`config.mk`:
```
export PLATFORM = sky130hd
export DESIGN_NAME = dsp_controller
export DESIGN_NICKNAME = d
export VERILOG_FILES = /design/src/rtl/dsp_controller.sv
export SDC_FILE = /design/constraint.sdc
export NUM_CORES = 1
export LEC_CHECK = 0
export BUFFER_PORTS_ARGS = -buffer_cell sky130_fd_sc_hd__buf_2
export CORE_MARGIN = 3
export CORE_UTILIZATION = 30
export CTS_CLUSTER_DIAMETER = 100
export DETAILED_ROUTE_END_ITERATION = 16
export PLACE_DENSITY = 0.54
export SLEW_MARGIN = 20
export SYNTH_ARGS = -nofsm -noshare
export SYNTH_HDL_FRONTEND = slang
export SYNTH_SLANG_ARGS = --single-unit
```
`constraint.sdc`:
```
create_clock -name clk_i -period 3.6 [get_ports clk_i]
set_input_delay 0.36 -clock clk_i [delete_from_list [all_inputs] [get_ports clk_i]]
set_output_delay 0.36 -clock clk_i [all_outputs]
set_load 0.01 [all_outputs]
```
`src/rtl/dsp_controller.sv`:
```
// Fetch/decode sequencer for a TMS32010-style datapath: fetches program words, decodes them and
// drives every mux/shift/ALU select and register write enable the datapath needs.
module dsp_controller #(
  parameter int PC_W    = 12,
  parameter int DADDR_W = 7
) (
  input  logic               clk_i,
  input  logic               rst_ni,
  input  logic               run_i,
  input  logic [15:0]        prog_data_i,
  input  logic               acc_zero_i,
  output logic [PC_W-1:0]    prog_addr_o,
  output logic [DADDR_W-1:0] ram_addr_o,
  output logic               ram_we_o,
  output logic               t_en_o,
  output logic               p_en_o,
  output logic               acc_en_o,
  output logic [3:0]         aluShifter_ctrl_o,
  output logic [1:0]         aluInMux_ctrl_o,
  output logic [2:0]         alu_ctrl_o,
  output logic [2:0]         accumInMux_ctrl_o,
  output logic [2:0]         accumShifter_ctrl_o,
  output logic [7:0]         imm_o,
  output logic               illegal_o
);

  localparam logic [15:0] IR_NOP  = 16'h7F80;
  localparam logic [15:0] IR_PAC  = 16'h7F8E;
  localparam logic [15:0] IR_APAC = 16'h7F8F;
  localparam logic [15:0] IR_B    = 16'hF900;
  localparam logic [15:0] IR_BZ   = 16'hF600;

  localparam logic [1:0] ALUIN_SHIFT = 2'd0;
  localparam logic [1:0] ALUIN_P     = 2'd1;
  localparam logic [2:0] ALU_ADD     = 3'd0;
  localparam logic [2:0] ALU_SUB     = 3'd1;
  localparam logic [2:0] ACCIN_ALU   = 3'd0;
  localparam logic [2:0] ACCIN_SHIFT = 3'd1;
  localparam logic [2:0] ACCIN_P     = 3'd2;
  localparam logic [2:0] ACCIN_IMM   = 3'd4;

  typedef enum logic [1:0] {
    S_FETCH,
    S_DECODE,
    S_EXEC,
    S_BRANCH
  } state_e;

  typedef enum logic [3:0] {
    OP_ADD,
    OP_SUB,
    OP_LAC,
    OP_SACL,
    OP_LT,
    OP_MPY,
    OP_LACK,
    OP_PAC,
    OP_APAC,
    OP_NOP,
    OP_B,
    OP_BZ,
    OP_ILLEGAL
  } op_e;

  state_e          state_q, state_d;
  logic [PC_W-1:0] pc_q, pc_d;
  logic [15:0]     ir_q, ir_d;
  op_e             op;
  logic            branchTaken;

  // Full-word encodings are matched first; direct-address forms ignore ir[7].
  always_comb begin
    op = OP_ILLEGAL;
    if (ir_q == IR_NOP) begin
      op = OP_NOP;
    end else if (ir_q == IR_PAC) begin
      op = OP_PAC;
    end else if (ir_q == IR_APAC) begin
      op = OP_APAC;
    end else if (ir_q == IR_B) begin
      op = OP_B;
    end else if (ir_q == IR_BZ) begin
      op = OP_BZ;
    end else begin
      case (ir_q[15:12])
        4'h0: op = OP_ADD;
        4'h1: op = OP_SUB;
        4'h2: op = OP_LAC;
        default: begin
          case (ir_q[15:8])
            8'h50:   op = OP_SACL;
            8'h6A:   op = OP_LT;
            8'h6D:   op = OP_MPY;
            8'h7E:   op = OP_LACK;
            default: op = OP_ILLEGAL;
          endcase
        end
      endcase
    end
  end

  assign branchTaken = (op == OP_B) || ((op == OP_BZ) && acc_zero_i);

  always_ff @(posedge clk_i or negedge rst_ni) begin
    if (!rst_ni) begin
      state_q <= S_FETCH;
      pc_q    <= '0;
      ir_q    <= IR_NOP;
    end else begin
      state_q <= state_d;
      pc_q    <= pc_d;
      ir_q    <= ir_d;
    end
  end

  // The second word of a branch is read in BRANCH, so pc already points at it there.
  always_comb begin
    state_d = state_q;
    pc_d    = pc_q;
    ir_d    = ir_q;
    case (state_q)
      S_FETCH: begin
        if (run_i) begin
          ir_d    = prog_data_i;
          pc_d    = pc_q + PC_W'(1);
          state_d = S_DECODE;
        end
      end
      S_DECODE: begin
        state_d = ((op == OP_B) || (op == OP_BZ)) ? S_BRANCH : S_EXEC;
      end
      S_EXEC: begin
        state_d = S_FETCH;
      end
      S_BRANCH: begin
        pc_d    = branchTaken ? prog_data_i[PC_W-1:0] : pc_q + PC_W'(1);
        state_d = S_FETCH;
      end
      default: begin
        state_d = S_FETCH;
      end
    endcase
  end

  always_comb begin
    prog_addr_o         = pc_q;
    ram_addr_o          = '0;
    ram_we_o            = 1'b0;
    t_en_o              = 1'b0;
    p_en_o              = 1'b0;
    acc_en_o            = 1'b0;
    aluShifter_ctrl_o   = 4'd0;
    aluInMux_ctrl_o     = ALUIN_SHIFT;
    alu_ctrl_o          = ALU_ADD;
    accumInMux_ctrl_o   = ACCIN_ALU;
    accumShifter_ctrl_o = 3'd0;
    imm_o               = 8'd0;
    illegal_o           = 1'b0;

    // RAM address is held through EXEC so SACL writes the location that was read.
    if ((state_q == S_DECODE) || (state_q == S_EXEC)) begin
      ram_addr_o = ir_q[DADDR_W-1:0];
    end

    if (state_q == S_EXEC) begin
      case (op)
        OP_ADD: begin
          aluShifter_ctrl_o = ir_q[11:8];
          aluInMux_ctrl_o   = ALUIN_SHIFT;
          alu_ctrl_o        = ALU_ADD;
          accumInMux_ctrl_o = ACCIN_ALU;
          acc_en_o          = 1'b1;
        end
        OP_SUB: begin
          aluShifter_ctrl_o = ir_q[11:8];
          aluInMux_ctrl_o   = ALUIN_SHIFT;
          alu_ctrl_o        = ALU_SUB;
          accumInMux_ctrl_o = ACCIN_ALU;
          acc_en_o          = 1'b1;
        end
        OP_LAC: begin
          aluShifter_ctrl_o = ir_q[11:8];
          accumInMux_ctrl_o = ACCIN_SHIFT;
          acc_en_o          = 1'b1;
        end
        OP_SACL: begin
          ram_we_o            = 1'b1;
          accumShifter_ctrl_o = 3'd0;
        end
        OP_LT: begin
          t_en_o = 1'b1;
        end
        OP_MPY: begin
          p_en_o = 1'b1;
        end
        OP_LACK: begin
          accumInMux_ctrl_o = ACCIN_IMM;
          imm_o             = ir_q[7:0];
          acc_en_o          = 1'b1;
        end
        OP_PAC: begin
          accumInMux_ctrl_o = ACCIN_P;
          acc_en_o          = 1'b1;
        end
        OP_APAC: begin
          aluInMux_ctrl_o   = ALUIN_P;
          alu_ctrl_o        = ALU_ADD;
          accumInMux_ctrl_o = ACCIN_ALU;
          acc_en_o          = 1'b1;
        end
        OP_ILLEGAL: begin
          illegal_o = 1'b1;
        end
        default: begin
        end
      endcase
    end
  end

  // Register write enables are mutually exclusive and confined to EXEC.
  enablesOneHot: assert property (@(posedge clk_i) disable iff (!rst_ni)
    $onehot0({ram_we_o, t_en_o, p_en_o, acc_en_o}));
  enablesOnlyInExec: assert property (@(posedge clk_i) disable iff (!rst_ni)
    (state_q != S_EXEC) |-> !(ram_we_o || t_en_o || p_en_o || acc_en_o || illegal_o));

endmodule

```
==> parameters.txt, run 1 <==
Parameter                              Value

Pwr
  Leakage power figure    0.001147 uW
  Int Power    1209 uW
  Power per unit of standard cell area    a little over 800 mW/mm^2
  Net switching power figure    922.0 uW
  Share of power burned in the clock network    0.159
  Part of the power in registers    0.376
  Switching portion of total power    0.4326
  Combinational power share    0.465
  Worst vdd rail ir drop    0.0003773 V

Floorplanning
  Core region area    0.006832 sq mm
  I/O pin count    67
  Initial cell density of the core    0.3110
  Row count    30
  Die width    90.16 microns
  Die span in y    90.16 microns
  Die area    between 0.008 and 0.009 sq mm

Logic synthesis
  Distinct cell type count after synthesis    50
  List of most frequent post-synthesis cells    24 x sky130_fd_sc_hd__a21oi_1, 22 x sky130_fd_sc_hd__dfrtp_1, 21 x sky130_fd_sc_hd__and2_1
  Cell Area, Synth    0.002125 sq mm
  Count of warnings emitted by yosys    0
  Sequential fraction of the synthesis area    0.3581
  Gate count after technology mapping    between 200 and 250
  Async set-or-reset flop fraction in the synthesized netlist    1.000
  Cell accounting for the most synthesized area    sky130_fd_sc_hd__dfrtp_1
  Average cell area after synthesis    around 9 sq um
  Count of flip-flops with a built-in enable after synthesis    0
  Ys flop type    sky130_fd_sc_hd__dfrtp_1
  Top-count cell post-synth    sky130_fd_sc_hd__a21oi_1
  Top cells by area in the synthesized netlist    sky130_fd_sc_hd__dfrtp_1 26%, sky130_fd_sc_hd__dfstp_2 9.9%, sky130_fd_sc_hd__mux2_2 8.5%
  Fraction of synthesized cell area taken by the top area cell type    0.2591
  Flop and latch count out of synthesis    30

Cells and area
  Fraction of layout instances using a drive strength above 1    0.3422
  Post-route cell area    between 0.002 and 0.003 sq mm
  Total inserted antenna cells    0
  Number of nets in the final layout    326
  Final core utilization    0.3793
  Layout overhead on the synthesized area    21.97%

Worst setup path
  CP Capture Type    output pin
  Largest delay share family, worst path    simple AND/OR/NAND/NOR gates
  Data arrival time of the critical path    2.85 ns
  Critical setup path kind    register to output pin
  Cell type of the slowest stage on the worst timing path    sky130_fd_sc_hd__or4_4
  Crit path cell chain    or4_4 -> nor4_4 -> a211o_1 -> or2_4 -> or4b_4 -> clkinv_2 -> and2_1 -> buf_2
  Peak fanout along the critical path    9
  Crit Reg-Reg Endpoint    prog_addr_o[10]
  Depth of the worst register-to-register path    7
  Number of buffers and inverters on the critical path    2
  Startpoint of the worst register-to-register path    ir_q[0]
  Critical path's largest stage delay    0.59 ns
  R2R setup slack    1.39 ns
  Destination of the critical timing path    imm_o[5]
  Critical Path Start    ir_q[0]
  CP Data Required Time    3.24 ns
  Total number of cells along the worst setup path    8
  Crit start category    register

STA
  Final Slew Violations    0
  Number of endpoints with negative hold slack in the final report    0
  Crit share post-route    0.8928
  Crit path time final    roughly 3.2 ns
  Setup total negative slack    0 ns
  RSZ-0062 raised after global routing    no
  Worst max-slew margin expressed relative to the limit    0.5274
  Hold Slack    0.1092 ns
  Top achievable clock speed    311.1 MHz
  Final Setup Violations    0
  Worst Setup Slack, final    0.3859 ns
  Layout Skew    0.002632 ns
  Slew at the pin closest to its max-slew limit    0.7072 ns

Worst hold path
  Hold WC Path Type    input pin to async pin

Routing
  DRT iter0 DRCs    about 110
  Average wire per cell in the routed design    about 14 microns
  Pre-Repair DR Iteration Count    4
  Vias after detailed routing    just under 2,000
  Vias/cell    4.945
  Remaining number of nets flagged by the antenna check after routing    0
  Post-detailed-routing wire length    5559 microns
  Post-detailed-route DRC marker count    0

Clock network
  Resized cells post-CTS    0
  Clock tree root buffer cell    sky130_fd_sc_hd__clkbuf_8
  Worst-skew pair later-pin latency    0.28 ns
  CTS H-tree lvls    2
  CTS clk-pin slew, worst paths    0.07 ns
  Number of CTS-inserted buffers    5
  CTS tree    built
  Post-CTS Repair Setup Buffers    0
  Number of clock sinks    30
  Post-CTS Hold Buffers    0
  Number of buffers between clock root and the deepest sink    2

GRT
  Tot GR Track Use    0.1394
  Wire length of the first global-routing pass    9549 microns
  Number of antenna violations at the first check in global routing    0
  Via count of the first global-routing pass    1,952
  Total grt overflow    0
  Pin count of the biggest net entering global routing    32

Run
  Number of maximum-capacitance constraint violations    0

Place
  Placed wire-length estimate    4264 microns
  Number of buffers added on ports    60
  Pre-CTS setup slack    0.7158 ns
  Standard cell area after detailed placement    0.002482 sq mm
  Final weighted congestion of routability-driven global placement    0.7927

Run status
  Run status    completed
[cells by family (layout without fill, tap and decap cells)]
group	Yosys count	count (layout)	synth area share
other	1	6	0.001765
multiplexers	18	18	0.09423
AND/OR/NAND/NOR	114	114	0.3057
flip-flops	30	30	0.3581
AO/OA/AOI/OAI	51	51	0.1484
buffers and inverters	23	76	0.05653
adder cells (fa/ha/maj)	6	6	0.03533
[metrics by stage]
stage          power (uW)  cells
2_1_floorplan        1477    248
3_3_place_gp         1795    389
5_1_grt              2328    397
6_report             2131    397
4_1_cts              2153    397
3_5_place_dp         1806    389
[area by class of cell]
type                            instances  area (sq um)
Fill cell                             743          4240
Multi-Input combinational cell        195          1262
Sequential cell                        30         760.7
Timing Repair Buffer                   62         315.3
Tap cell                               96         120.1
Clock buffer                            5         68.82
Clock inverter                          3         40.04
Inverter                                6         23.77
[routing by layer]
layer,vias to the layer above,track usage,share of wire,routed length [microns]
li1,974,-,-,-
met4,0,0.03061,0.0077,43
met5,-,0,0,0
met2,70,0.2166,0.45,2516
met1,914,0.1965,0.48,2681
met3,5,0.03347,0.057,318
[cell usage in the layout (no fill, tap or decap), types with 2 or more instances in the layout]
cell,Yosys,routed
sky130_fd_sc_hd__or3_1,5,5
sky130_fd_sc_hd__nand3_1,13,13
sky130_fd_sc_hd__dfrtp_1,22,22
sky130_fd_sc_hd__nor3b_1,2,2
sky130_fd_sc_hd__nand2_1,17,17
sky130_fd_sc_hd__o21ai_1,9,9
sky130_fd_sc_hd__buf_4,6,2
sky130_fd_sc_hd__a21oi_1,24,24
sky130_fd_sc_hd__clkinv_2,1,3
sky130_fd_sc_hd__nand2b_1,5,5
sky130_fd_sc_hd__ha_1,6,6
sky130_fd_sc_hd__clkbuf_8,0,5
sky130_fd_sc_hd__or4_4,2,2
sky130_fd_sc_hd__and3_1,3,3
sky130_fd_sc_hd__conb_1,1,6
sky130_fd_sc_hd__nor2_1,19,19
sky130_fd_sc_hd__buf_2,2,60
sky130_fd_sc_hd__and2_1,21,21
sky130_fd_sc_hd__nor3_1,11,11
sky130_fd_sc_hd__mux2_2,16,16
sky130_fd_sc_hd__nand4_1,3,3
sky130_fd_sc_hd__dfstp_2,8,8
sky130_fd_sc_hd__inv_1,5,5
sky130_fd_sc_hd__o21ai_0,5,5
sky130_fd_sc_hd__nand4b_1,2,2
sky130_fd_sc_hd__mux2i_1,2,2
sky130_fd_sc_hd__o22ai_1,2,2
[power groups by stage]
stage | clock, uW | combinational, uW | sequential [uW]
floorplan | 0 | 767 | 710
global placement | 0 | 992 | 802
detailed placement | 0 | 998 | 808
CTS | 346 | 1000 | 803
global route | 363 | 1120 | 846
finish | 338 | 991 | 802
[registers in the layout (all words and copies together), names as in the netlist]
register     count
ir_q            16
prog_addr_o     12
state_q          2
[worst min-delay path by stage]
stage | endpoint | slack [ns] | cells after the start
detailed placement | prog_addr_o[9] | 0.44 | 1
global route | prog_addr_o[9] | 0.16 | 1
floorplan | ir_q[0] | 0.06 | 0
CTS | ir_q[15] | 0.14 | 1
finish | prog_addr_o[9] | 0.11 | 1
global placement | prog_addr_o[9] | 0.45 | 1
No activity file was read; power rests on OpenSTA's default activity.
==> run 2, diff against run 1 <==
--- a/config.mk
+++ b/config.mk
@@ -5,12 +5,14 @@
 export SDC_FILE = /design/constraint.sdc
 export NUM_CORES = 1
 export LEC_CHECK = 0
+export ABC_AREA = 1
 export BUFFER_PORTS_ARGS = -buffer_cell sky130_fd_sc_hd__buf_2
 export CORE_MARGIN = 3
 export CORE_UTILIZATION = 30
 export CTS_CLUSTER_DIAMETER = 100
 export DETAILED_ROUTE_END_ITERATION = 16
-export PLACE_DENSITY = 0.54
+export PLACE_DENSITY = 0.53
+export REMOVE_ABC_BUFFERS = 1
 export SLEW_MARGIN = 20
 export SYNTH_ARGS = -nofsm -noshare
 export SYNTH_HDL_FRONTEND = slang
==> run 2 against run 1 <==
  * Clock skew grew 0.0060 ns
  * Highest routed layer unchanged
  * Critical endpoint is now p_en_o
  * Design area increased by 7.9%
  * Routed wire length is 11% higher
  * Setup slack better by 0.91 ns
  * Critical path depth grew 1
  * Critical path type unchanged
==> parameters.txt, run 2 <==
Parameter                              Value

Worst setup path
  Critical Path Start    ir_q[11]
  Data arrival time of the critical path    1.94 ns (-0.91 ns)
  Critical setup path kind    register to output pin
  Crit start category    register
  Startpoint of the worst register-to-register path    state_q[0]
  Peak fanout along the critical path    6 (-3)
  CP Capture Type    output pin
  CP Data Required Time    3.24 ns (about the same)

Routing
  Post-detailed-route DRC marker count    0 (unchanged)
  Pre-Repair DR Iteration Count    4 (unchanged)
  Post-detailed-routing wire length    6152 microns (+11%)
  DRT iter0 DRCs    114 (+7.5%)
  Vias/cell    4.482 (-9.4%)
  Top sig layer    met4
  Vias after detailed routing    2,344 (+19%)
  Average wire per cell in the routed design    11.76 microns (-16%)
  Met2 wirelength from detailed routing    2634 microns (+4.7%)
  Remaining number of nets flagged by the antenna check after routing    0 (unchanged)
  Length of routed met3 wiring    313 microns (-1.6%)
  Metal1 wirelength    3127 microns (+17%)

Pwr
  Part of the power in registers    0.354 (-0.022)
  Power per unit of standard cell area    661.2 mW/mm^2 (-20%)
  Combinational power share    0.487 (+0.022)
  Leakage power figure    0.001619 uW (+41%)
  Int Power    954.0 uW (-21%)
  Switching portion of total power    0.4839 (+0.05121)
  Net switching power figure    894.3 uW (-3.0%)
  Share of power burned in the clock network    0.159 (about the same)
  Worst vdd rail ir drop    0.0003170 V (-16%)

Logic synthesis
  Top-count cell post-synth    sky130_fd_sc_hd__nand2_1
  Ys flop type    sky130_fd_sc_hd__dfrtp_1
  Top cells by area in the synthesized netlist    sky130_fd_sc_hd__dfrtp_1 23%, sky130_fd_sc_hd__nand2_1 16%, sky130_fd_sc_hd__inv_1 9.3%
  Async set-or-reset flop fraction in the synthesized netlist    1.000 (unchanged)
  Fraction of synthesized cell area taken by the top area cell type    0.2344 (-0.02471)
  Distinct cell type count after synthesis    26 (-48%)
  Average cell area after synthesis    6.417 sq um (-27%)
  Gate count after technology mapping    366 (+51%)
  Count of flip-flops with a built-in enable after synthesis    0 (unchanged)
  Sequential fraction of the synthesis area    0.3239 (-0.03415)
  Cell accounting for the most synthesized area    sky130_fd_sc_hd__dfrtp_1
  Flop and latch count out of synthesis    30 (unchanged)
  Cell Area, Synth    0.002349 sq mm (+11%)
  List of most frequent post-synthesis cells    98 x sky130_fd_sc_hd__nand2_1, 58 x sky130_fd_sc_hd__inv_1, 55 x sky130_fd_sc_hd__nor2_1
  Count of warnings emitted by yosys    0 (unchanged)

Clock network
  CTS tree    built
  Resized cells post-CTS    0 (unchanged)
  Number of clock sinks    30 (unchanged)
  Worst-skew pair later-pin latency    0.29 ns (about the same)
  CTS H-tree lvls    2 (unchanged)
  Post-CTS Repair Setup Buffers    0 (unchanged)
  Clock tree root buffer cell    sky130_fd_sc_hd__clkbuf_8
  Number of buffers between clock root and the deepest sink    2 (unchanged)
  Post-CTS Hold Buffers    0 (unchanged)
  Number of CTS-inserted buffers    5 (unchanged)
  CTS clk-pin slew, worst paths    0.07 ns (about the same)

GRT
  Tot GR Track Use    0.1465 (+0.007031)
  Total grt overflow    0 (unchanged)
  Wire length of the first global-routing pass    10,370 microns (+8.6%)
  Pin count of the biggest net entering global routing    33 (+3.1%)
  Number of antenna violations at the first check in global routing    0 (unchanged)
  Via count of the first global-routing pass    2,216 (+14%)

Floorplanning
  Die area    0.008926 sq mm (+9.8%)
  Core region area    0.007408 sq mm (+8.4%)
  Die span in y    94.48 microns (+4.8%)
  Initial cell density of the core    0.3170 (+0.006018)
  I/O pin count    67 (unchanged)
  Die width    94.48 microns (+4.8%)
  Row count    31 (+3.3%)

STA
  Setup total negative slack    0 ns (unchanged)
  Worst max-slew margin expressed relative to the limit    0.4125 (-0.1149)
  Hold Slack    0.1164 ns (+0.007244 ns)
  Crit path time final    2.304 ns (-0.9102 ns)
  Worst Setup Slack, final    1.296 ns (+0.9102 ns)
  RSZ-0062 raised after global routing    no
  Final Setup Violations    0 (unchanged)
  Layout Skew    0.008598 ns (+0.005966 ns)
  Number of endpoints with negative hold slack in the final report    0 (unchanged)
  Top achievable clock speed    434.0 MHz (+40%)
  Final Slew Violations    0 (unchanged)
  Crit share post-route    0.6400 (-0.2528)
  Slew at the pin closest to its max-slew limit    0.8791 ns (+0.1719 ns)

Cells and area
  Commonest non-fill, non-tap cells in the layout    98 x sky130_fd_sc_hd__nand2_1, 60 x sky130_fd_sc_hd__buf_2, 58 x sky130_fd_sc_hd__inv_1, 55 x sky130_fd_sc_hd__nor2_1, 25 x sky130_fd_sc_hd__nand3_1
  Most common cell after layout, fill and taps aside    sky130_fd_sc_hd__nand2_1
  Max FFs per register    16 (unchanged)
  Fraction of layout instances using a drive strength above 1    0.2193 (-0.1229)
  Register with the highest flop count    ir_q
  Layout overhead on the synthesized area    19.02%
  Number of nets in the final layout    449 (+38%)
  Final core utilization    0.3773 (-0.002003)
  Total inserted antenna cells    0 (unchanged)

Run status
  Run status    completed

Place
  Final weighted congestion of routability-driven global placement    0.8090 (+2.1%)
  Pre-CTS setup slack    1.618 ns (+0.9027 ns)
  Number of buffers added on ports    60 (unchanged)
  Placed wire-length estimate    4825 microns (+13%)

Run
  Number of maximum-capacitance constraint violations    0 (unchanged)

Worst hold path
  Hold WC Path Type    input pin to async pin
run 2: cell types whose count changed in the layout (fill, tap and decap cells not counted), moves of 12 or more:
cell / previous run / this run
sky130_fd_sc_hd__and2_1: 21 / 0
sky130_fd_sc_hd__nand2_1: 17 / 98
sky130_fd_sc_hd__nand4_1: 3 / 15
sky130_fd_sc_hd__inv_1: 5 / 58
sky130_fd_sc_hd__a21oi_1: 24 / 6
sky130_fd_sc_hd__mux2_2: 16 / 0
sky130_fd_sc_hd__o21ai_0: 5 / 17
sky130_fd_sc_hd__nand3_1: 13 / 25
sky130_fd_sc_hd__nor2_1: 19 / 55
run 2: power by group through the flow:
stage	registers, uW	clock network (uW)	logic [uW]
floorplan	636	0	629
global placement	652	0	906
detailed placement	660	0	904
CTS	654	303	910
global route	685	315	1050
finish	654	294	900
run 2: worst paths after layout:
kind,end,slack [ns],depth (start not counted)
worst min-delay path,ir_q[5],0.12,1
worst min register to register,ir_q[13],0.51,2
max in group asynchronous,state_q[0],3.02,1
min in group clk_i,ir_q[12],0.30,3
worst max-delay path,p_en_o,1.30,9
worst max register to register,prog_addr_o[6],1.70,6
run 2: worst max-delay path, cell delays in order, from the launching register on:
cell	delay [ns]
sky130_fd_sc_hd__dfstp_2	0.57
sky130_fd_sc_hd__nand2_1	0.09
sky130_fd_sc_hd__inv_1	0.08
sky130_fd_sc_hd__nand2_1	0.05
sky130_fd_sc_hd__nor2_1	0.18
sky130_fd_sc_hd__nand2_1	0.15
sky130_fd_sc_hd__nand3_1	0.16
sky130_fd_sc_hd__nand4_1	0.12
sky130_fd_sc_hd__nor2_1	0.11
sky130_fd_sc_hd__buf_2	0.14
run 2: per-stage QoR:
stage / area [sq um] / power, uW / std cells
3_3_place_gp: 2700 / 1558 / 515
6_report: 2795 / 1848 / 523
3_5_place_dp: 2700 / 1564 / 515
5_1_grt: 2795 / 2048 / 523
4_1_cts: 2795 / 1868 / 523
2_1_floorplan: 2268 / 1265 / 355
run 2: area by class of cell:
| cell class | instances | area, sq um |
|---|---|---|
| fillers | 838 | 4613 |
| multi-input cells | 263 | 1275 |
| flip-flops and latches | 30 | 760.7 |
| repair buffers | 61 | 307.8 |
| inverters | 62 | 232.7 |
| well taps | 99 | 123.9 |
| clock buffers | 6 | 82.58 |
| clock inverters | 2 | 12.51 |
run 2: cells by family after synthesis:
family          synth area share
simple gates              0.4150
buf+inv                   0.1412
flops                     0.3239
compound gates           0.04901
xor+xnor                 0.03729
fa+ha+maj                0.03197
other cells             0.001597
run 2: metal layers:
metal,track usage,up-vias
met2,0.2264,54
met5,0,-
met4,0.04327,0
met1,0.2092,1057
li1,-,1227
met3,0.02470,6
